File: config.mk
export PLATFORM = sky130hd
export DESIGN_NAME = pico_io_resp_flat
export DESIGN_NICKNAME = d
export VERILOG_FILES = /design/src/rtl/pico_io_pkg.sv /design/src/rtl/pico_io_resp_if.sv /design/src/rtl/sw_debounce.sv /design/src/rtl/pico_io_resp.sv /design/src/flat_wrapper.sv
export SDC_FILE = /design/constraint.sdc
export NUM_CORES = 1
export LEC_CHECK = 0
export BUFFER_PORTS_ARGS = -buffer_cell sky130_fd_sc_hd__buf_4
export CORE_UTILIZATION = 61
export DETAILED_ROUTE_END_ITERATION = 6
export GPL_ROUTABILITY_DRIVEN = 0
export PLACE_DENSITY = 0.89
export SYNTH_ARGS = -nofsm -noshare
export SYNTH_HDL_FRONTEND = slang
export SYNTH_SLANG_ARGS = --single-unit
File: constraint.sdc
create_clock -name clk -period 2.4 [get_ports clk]
set_input_delay 0.48 -clock clk [delete_from_list [all_inputs] [get_ports clk]]
set_output_delay 0.48 -clock clk [all_outputs]
set_load 0.01 [all_outputs]
File: src/rtl/pico_io_pkg.sv
// Shared constants for the KCPSM3 port-mapped I/O responder.
//   DW        : port bus data width
//   OFS_*     : register offsets within the decoded 8-port window
package pico_io_pkg;

  localparam int unsigned DW = 8;

  typedef logic [DW-1:0] data_t;

  localparam logic [2:0] OFS_SW   = 3'd0;  // debounced switches (R)
  localparam logic [2:0] OFS_FLAG = 3'd1;  // change flags (R/W1C)
  localparam logic [2:0] OFS_MASK = 3'd2;  // interrupt mask (R/W)
  localparam logic [2:0] OFS_LED  = 3'd3;  // LED register (R/W)
  localparam logic [2:0] OFS_RAW  = 3'd4;  // synchronized raw switches (R)

endpackage

File: src/rtl/pico_io_resp_if.sv
// KCPSM3 port bus bundle.
//   master : processor side (drives address, write data, strobes, ack)
//   slave  : peripheral side (drives read data and interrupt)
interface pico_io_resp_if;
  import pico_io_pkg::*;

  data_t port_id;
  data_t out_port;
  logic  write_strobe;
  logic  read_strobe;
  data_t in_port;
  logic  interrupt;
  logic  interrupt_ack;

  modport master (
    output port_id, out_port, write_strobe, read_strobe, interrupt_ack,
    input  in_port, interrupt
  );

  modport slave (
    input  port_id, out_port, write_strobe, read_strobe, interrupt_ack,
    output in_port, interrupt
  );

endinterface

File: src/rtl/sw_debounce.sv
// One-bit switch conditioner: 2-FF synchronizer followed by a stability
// counter that only lets db follow s2 after DB_CYCLES mismatched cycles.
//   clk, reset : system clock, synchronous active-high reset
//   sw_i       : raw asynchronous switch
//   s2_o       : synchronized raw switch
//   db_o       : debounced switch
//   chg_c_o    : combinational pulse, high in the cycle before db_o toggles
module sw_debounce #(
  parameter int unsigned DB_CYCLES = 500000
) (
  input  logic clk,
  input  logic reset,
  input  logic sw_i,
  output logic s2_o,
  output logic db_o,
  output logic chg_c_o
);

  localparam int unsigned CW = $clog2(DB_CYCLES);

  logic          s1_q, s2_q, db_q, db_d;
  logic [CW-1:0] cnt_q, cnt_d;
  logic          mis_c, expire_c;

  // Counter holds the number of mismatched cycles already seen; the
  // DB_CYCLES-th one updates db instead, so it tops out at DB_CYCLES-1.
  always_comb begin
    mis_c    = (s2_q != db_q);
    expire_c = mis_c && (cnt_q == CW'(DB_CYCLES - 1));
    db_d     = db_q;
    cnt_d    = '0;
    if (expire_c) begin
      db_d = s2_q;
    end else if (mis_c) begin
      cnt_d = cnt_q + CW'(1);
    end
  end

  always_ff @(posedge clk) begin
    if (reset) begin
      s1_q  <= 1'b0;
      s2_q  <= 1'b0;
      db_q  <= 1'b0;
      cnt_q <= '0;
    end else begin
      s1_q  <= sw_i;
      s2_q  <= s1_q;
      db_q  <= db_d;
      cnt_q <= cnt_d;
    end
  end

  assign s2_o    = s2_q;
  assign db_o    = db_q;
  assign chg_c_o = expire_c;

endmodule

File: src/rtl/pico_io_resp.sv
// KCPSM3 port-bus peripheral: debounced switches with change flags,
// maskable interrupt held until interrupt_ack, and an LED register.
//   clk, reset : system clock, synchronous active-high reset
//   bus        : KCPSM3 port bus (slave side)
//   sw_i       : raw asynchronous switches
//   led_o      : LED register
module pico_io_resp
  import pico_io_pkg::*;
#(
  parameter int unsigned DB_CYCLES = 500000,
  parameter logic [7:0]  BASE_ADDR = 8'h00
) (
  input  logic            clk,
  input  logic            reset,
  pico_io_resp_if.slave   bus,
  input  logic [DW-1:0]   sw_i,
  output logic [DW-1:0]   led_o
);

  data_t db_c, raw_c, chg_c;
  data_t flags_q, flags_d;
  data_t mask_q,  mask_d;
  data_t led_q,   led_d;
  data_t rdat_q,  rdat_d;
  logic  irq_q,   irq_d;
  logic  hit_c, wr_c;
  logic [2:0] ofs_c;

  for (genvar i = 0; i < int'(DW); i++) begin : g_db
    sw_debounce #(.DB_CYCLES(DB_CYCLES)) u_db (
      .clk     (clk),
      .reset   (reset),
      .sw_i    (sw_i[i]),
      .s2_o    (raw_c[i]),
      .db_o    (db_c[i]),
      .chg_c_o (chg_c[i])
    );
  end

  // Decode, register updates, read mux and interrupt next-state.
  always_comb begin
    hit_c   = (bus.port_id[7:3] == BASE_ADDR[7:3]);
    ofs_c   = bus.port_id[2:0];
    wr_c    = bus.write_strobe && hit_c;
    flags_d = flags_q;
    mask_d  = mask_q;
    led_d   = led_q;
    rdat_d  = '0;
    irq_d   = 1'b0;

    if (wr_c && (ofs_c == OFS_FLAG)) flags_d = flags_q & ~bus.out_port;
    flags_d = flags_d | chg_c;  // a new event beats a simultaneous clear

    if (wr_c && (ofs_c == OFS_MASK)) mask_d = bus.out_port;
    if (wr_c && (ofs_c == OFS_LED))  led_d  = bus.out_port;

    if (hit_c) begin
      case (ofs_c)
        OFS_SW:   rdat_d = db_c;
        OFS_FLAG: rdat_d = flags_q;
        OFS_MASK: rdat_d = mask_q;
        OFS_LED:  rdat_d = led_q;
        OFS_RAW:  rdat_d = raw_c;
        default:  rdat_d = '0;
      endcase
    end

    // Ack forces one low cycle; the request is re-evaluated afterwards.
    if (!bus.interrupt_ack) irq_d = |(flags_q & mask_q);
  end

  always_ff @(posedge clk) begin
    if (reset) begin
      flags_q <= '0;
      mask_q  <= '0;
      led_q   <= '0;
      rdat_q  <= '0;
      irq_q   <= 1'b0;
    end else begin
      flags_q <= flags_d;
      mask_q  <= mask_d;
      led_q   <= led_d;
      rdat_q  <= rdat_d;
      irq_q   <= irq_d;
    end
  end

  // KCPSM3 never issues both strobes in one cycle.
  always_ff @(posedge clk) begin
    if (!reset) begin
      assert (!(bus.read_strobe && bus.write_strobe));
    end
  end

  assign bus.in_port   = rdat_q;
  assign bus.interrupt = irq_q;
  assign led_o         = led_q;

endmodule

File: src/flat_wrapper.sv
// flat-port wrapper written by rule: the top's interface ports become plain ports
module pico_io_resp_flat import pico_io_pkg::*;
#(
  parameter int unsigned DB_CYCLES = 500000,
  parameter logic [7:0]  BASE_ADDR = 8'h00
)
  (clk, reset, sw_i, led_o, bus_port_id, bus_out_port, bus_write_strobe, bus_read_strobe, bus_interrupt_ack, bus_in_port, bus_interrupt);
  pico_io_resp_if bus_i ();
  input  logic clk;
  input  logic reset;
  input  logic [DW-1:0] sw_i;
  output logic [DW-1:0] led_o;
  input wire logic [$bits(bus_i.port_id)-1:0] bus_port_id;
  input wire logic [$bits(bus_i.out_port)-1:0] bus_out_port;
  input wire logic [$bits(bus_i.write_strobe)-1:0] bus_write_strobe;
  input wire logic [$bits(bus_i.read_strobe)-1:0] bus_read_strobe;
  input wire logic [$bits(bus_i.interrupt_ack)-1:0] bus_interrupt_ack;
  output wire logic [$bits(bus_i.in_port)-1:0] bus_in_port;
  output wire logic [$bits(bus_i.interrupt)-1:0] bus_interrupt;
  assign bus_i.port_id = bus_port_id;
  assign bus_i.out_port = bus_out_port;
  assign bus_i.write_strobe = bus_write_strobe;
  assign bus_i.read_strobe = bus_read_strobe;
  assign bus_i.interrupt_ack = bus_interrupt_ack;
  assign bus_in_port = bus_i.in_port;
  assign bus_interrupt = bus_i.interrupt;
  pico_io_resp #(.DB_CYCLES(DB_CYCLES), .BASE_ADDR(BASE_ADDR)) u_core (.clk(clk), .reset(reset), .bus(bus_i), .sw_i(sw_i), .led_o(led_o));
endmodule
Word-level counts from Yosys, hierarchy flattened
Cells that the tools add are included.

storage, ports and cells
  RAM bits = 0
  bits of input ports = 29
  flip-flop bits (word level) = 209
  logic and storage cells = 105
  memories = 0
  latch bits = 0
  bits in read-only memories = 0
  output and inout bits = 17

cells by class
  reduce and logical (&&, ||, !) cells = 25
  muxes and demuxes = 2
  shifts and indexed selects = 0
  bitwise gates (word level) = 13
  div/mod/pow operators = 0
  equality and inequality tests = 20
  $add $sub $neg = 8
  magnitude comparators = 0
  multipliers = 0

operators by type and width
  operator                                                          count
  19-bit by 1-bit adder with 19-bit output (second input constant)  8
  19-bit == test (second input constant)                            8
  8-bit one-hot mux with 5 select lines                             1
  3-bit OR reduction                                                8
  8-bit bitwise AND                                                 2
  1-bit logical AND                                                 12
  1-bit inverter                                                    9
  8-bit two-way mux                                                 1
  1-bit != test                                                     8
  8-bit inverter                                                    1
  8-bit OR                                                          1
  8-bit OR reduction                                                1
  3-bit by 2-bit == test with 1-bit output (second input constant)  2
  5-bit zero test                                                   1
  2-bit OR reduction                                                2
  3-bit by 1-bit == test with 1-bit output (second input constant)  1
  3-bit == test (second input constant)                             1
  3-bit zero test                                                   1

Logic depth before layout (Yosys ltp)
  word-level depth = 5
  depth in mapped cells = 7
  depth with buffers taken out = 5

Modules after synthesis
Synthesis repeated with hierarchy kept, for this count alone.

unflattened totals
  cell total of the unflattened synthesis = 1066
  area total of the unflattened synthesis = 9684.3 um^2

modules (own cells, without submodules)
  module                                 cells each  times used  seq. area each (um^2)  area an instance (um^2)
  sw_debounce (u_core.g_db[0].u_db ...)  112         7           440.4                  997.2
  pico_io_resp                           166         1           660.6                  1630.3
  sw_debounce (u_core.g_db[2].u_db)      116         1           440.4                  1073.5

Least setup slack after synthesis
No wires, ideal clock.

  kind = reg2reg
  start = reg u_core.g_db[7].u_db.cnt_q[0]
  end = reg u_core.g_db[7].u_db.cnt_q[16]
  buffers on the path = 1
  path slack = 0.387 ns
  data required time = 2.330 ns
  setup time = 0.070 ns
  arrival time = 1.943 ns
  period minus slack after synthesis = 2.013 ns
  stages on the path, launching flop included = 7
  cell sequence = dfxtp_1 -> ha_1 -> nand4_2 -> or4_1 -> buf_2 -> or4_1 -> a21oi_1

between the ends
  cells in the longest elaborated chain, start to end = 3
  elaborated cells on any way between the ends = 4
  classes of those cells = add/sub (1); eq/ne (1); reduce/logical (2)

ends and longest elaborated chain
  what                                                                                              line               RTL
  from (decl)                                                                                       sw_debounce.sv:22  logic [CW-1:0] cnt_q, cnt_d;
  from (signal assigned)                                                                            sw_debounce.sv:49  cnt_q <= cnt_d;
  parallel branches: the longest is 3 deep, another holds 19-bit by 1-bit adder with 19-bit output  n/a

Parallel ways; which one is timed is not known.
A chain may end at the register's enable or synchronous reset.

Final worst setup path
  start = reg u_core.g_db[7].u_db.cnt_q[12]
  end = reg u_core.g_db[7].u_db.cnt_q[9]

between the ends
  cells in the longest elaborated chain, start to end = 3

ends and longest elaborated chain
  what                                 line               RTL
  19-bit == test                       sw_debounce.sv:29  expire_c = mis_c && (cnt_q == CW'(DB_CYCLES - 1));
  1-bit logical AND                    sw_debounce.sv:29
  3-bit OR reduction (no source line)  n/a

Every way passes these cells.

==> run_results.csv <==
group,metric,value,unit
run,cap_violations,0,
placed_design,hpwl,13.3,mm
finish,seqCellArea,4180,µm²
global_routing,grt_pass1_vias,7569,
timing,hold_viol_final,0,
timing,finClkSkew,0.00857,ns
yosys,synthCells,1046,
outcome,status,"complete, no violations",
yosys,synth-edff-count,0,
finish,multiInputGateArea,4760,µm²
finish,diodes,0,
clock_tree,cts_buffers,22,
yosys,async_flop_share,0,
global_routing,grt_pass1_wl,34.4,mm
floorplanning,num_io_pins,46,
yosys,synth.distinct_cells,62,
floorplanning,core.rowCount,44,
setup_path,cp-startpoint,"u_core.g_db[7].u_db.cnt_q[12]",
yosys,synth.most_common_cell,"dfxtp_1",
clock_tree,clkSinkCount,209,
yosys,yosys_warnings,0,
power_and_ir_drop,ir_worst_vdd,477,µV
setup_path,worst_r2r_path_depth,4,
clock_tree,clkLatencyLatePin,0.50,ns
yosys,synth_top_area_cell,"dfxtp_1",
timing,hold_slack,0.186,ns
floorplanning,die_h,125,µm
timing,slew_violations,0,
global_routing,antenna_found_initial,0,
floorplanning,dieArea,15600,µm²
yosys,synthesis.area,9190,µm²
drt,via_per_inst,5.96,
floorplanning,dieWidth,125,µm
clock_tree,cts_resized,0,
drt,ant_nets,0,
placed_design,dpl.cell_count,1262,
yosys,avgSynthCellArea,8.78,µm²
clock_tree,cts-root-buf,"clkbuf_16",
finish,fill_cells,1053,
placed_design,io_buffers,44,
global_routing,grt_overflow,0,
hold_path,hp-class,"primary input to flop",
yosys,synth_area_leaders,"dfxtp_1, nor2_1, xnor2_1",
finish,drive_above_1_share,0.111,
timing,finalCriticalPeriod,2.09,ns
setup_path,worstReg2RegStart,"u_core.g_db[7].u_db.cnt_q[12]",
yosys,ys_seq_area_frac,0.455,
timing,worst_pin_slew,0.513,ns
setup_path,worstSetupPathType,"flop to flop",
finish,fin_cells,1298,
global_routing,grt-busiest-layer,"met2",
floorplanning,coreArea,14600,µm²
clock_tree,clkTransAtPathRegs,0.06,ns
setup_path,worst_ep_arrival_time,2.46,ns
drt,drc,0,
drt,routedWlPerCell,15.4,µm
finish,nNetsFinal,1139,
yosys,synthFlopType,"dfxtp_1",
floorplanning,initial_core_util,0.630,
setup_path,rrSetupSlack,0.31,ns
drt,drt_iter0_markers,502,
timing,fin_crit_sh,0.870,
timing,maxSlewHeadroom,0.658,
setup_path,r2r_end,"u_core.g_db[7].u_db.cnt_q[9]",
setup_path,crit_required,2.77,ns
global_routing,grt_max_degree,49,
global_routing,use_met2,0.446,
global_routing,gr-usage-met1,0.323,
setup_path,cp-start-kind,"flop",
yosys,yosys-top-cells-count,"dfxtp_1, nor2_1, nand2_1",
drt,routed_wl,20.0,mm
timing,tns,0,ns
setup_path,path_max_fanout,17,
power_and_ir_drop,power_density,677,nW/µm²
timing,max_freq,479,MHz
timing,rsz0062_at_grt,"false",
finish,fin_util,0.721,
drt,vias,7733,
finish,areaGrowthSynthToFinish,14.4,%
clock_tree,cts_tree,"yes",
power_and_ir_drop,p_leak,3.46,nW
clock_tree,htree_levels,1,
global_routing,grt_use_total,0.259,
clock_tree,cts.path.max_buffers,3,
drt,dr.pass1.iters,5,
timing,setup_violations,0,
yosys,syn_nets,1083,
clock_tree,post_cts_buffers,0,
setup_path,endpoint,"u_core.g_db[7].u_db.cnt_q[9]",
global_routing,grtUsageMet3,0.0451,
setup_path,worst_setup_path_end_kind,"flop",
yosys,synth_top_cell_area_share,0.455,
yosys,synth_seq_cells,209,
clock_tree,cts_hold_buf,0,
cell families (layout without fill, tap and decap cells):
family | count (synthesis) | after routing | share of synthesized area
fa+ha+maj | 8 | 8 | 0.0109
xor+xnor | 101 | 101 | 0.0963
compound gates | 150 | 150 | 0.0991
simple gates | 492 | 492 | 0.285
buf+inv | 62 | 130 | 0.0271
flops | 209 | 209 | 0.455
mux | 24 | 24 | 0.0263
critical path: stages (launching register included):
cell and delay [ns]:
dfxtp_1 0.35, or4_1 0.56, or4_4 0.55, o21ai_4 0.39, nor2_1 0.10
metrics by stage:
step           cell area [µm²]  worst slack [ns]  total power [mW]
2_1_floorplan             9190             0.387              3.65
3_3_place_gp              9770             0.355              3.72
3_5_place_dp              9770             0.319              3.72
4_1_cts                  10500             0.294              7.17
5_1_grt                  10500             0.193              7.33
6_report                 10500             0.312              7.12
area by class of cell:
| cell class | instances | share of cell area |
|---|---|---|
| inverter | 27 | 0.00964 |
| timing repair buffer | 67 | 0.0478 |
| clock buffer | 28 | 0.0594 |
| clock inverter | 8 | 0.0112 |
| multi-input combinational | 775 | 0.452 |
| tap | 184 | 0.0219 |
| sequential | 209 | 0.398 |
worst min-delay path by stage:
stage / endpoint / cells after the start / startpoint
final: u_core.bus.interrupt / 2 / bus_interrupt_ack
after global routing: u_core.bus.interrupt / 2 / bus_interrupt_ack
after CTS: u_core.bus.interrupt / 2 / bus_interrupt_ack
after detailed placement: u_core.g_db[3].u_db.s2_o / 1 / u_core.g_db[3].u_db.s1_q
after global placement: u_core.g_db[4].u_db.s2_o / 1 / u_core.g_db[4].u_db.s1_q
after floorplan: u_core.g_db[1].u_db.cnt_q[0] / 1 / u_core.g_db[1].u_db.cnt_q[0]
per-layer routing:
layer	wire length, µm	up-vias
li1	-	3847
met1	8560	3637
met2	9580	198
met3	1140	51
met4	681	0
met5	0	-
placed cells by master, fill, tap and decap left out, types with 3 or more instances in the layout:
cell,count
a22oi_1,10
nand4bb_1,3
and3_1,8
o21ai_0,32
xnor2_1,53
nor3_1,16
nor4_1,21
nor3b_1,5
xor2_1,48
or3_1,32
clkinv_2,4
nand4_1,38
and2_1,10
ha_1,8
o31ai_1,19
nand4b_1,4
buf_4,67
nand3_1,52
inv_1,27
nor4b_1,7
or4_1,25
and4_1,16
mux2i_1,23
nor2b_1,17
clkbuf_16,23
a21oi_1,66
clkbuf_8,3
nand2_1,67
or2_2,7
nor2_1,149
bufinv_16,3
dfxtp_1,209
registers in the layout, summed over array words and instances, names as in the netlist:
signal / cells
u_core.g_db.u_db.s1_q: 8
u_core.flags_q: 8
u_core.bus.in_port: 8
u_core.bus.interrupt: 1
u_core.g_db.u_db.s2_o: 8
u_core.g_db.u_db.cnt_q: 152
u_core.g_db.u_db.db_o: 8
u_core.led_o: 8
u_core.mask_q: 8
power by group:
group          total [mW]  switching, mW  leakage (nW)  internal, mW
Sequential           3.50         0.0115          1.69          3.49
Clock                3.48           1.33         0.366          2.14
Combinational       0.148         0.0850          1.41        0.0631
Total                7.12           1.43          3.46          5.69
No activity file was read; power rests on OpenSTA's default activity.
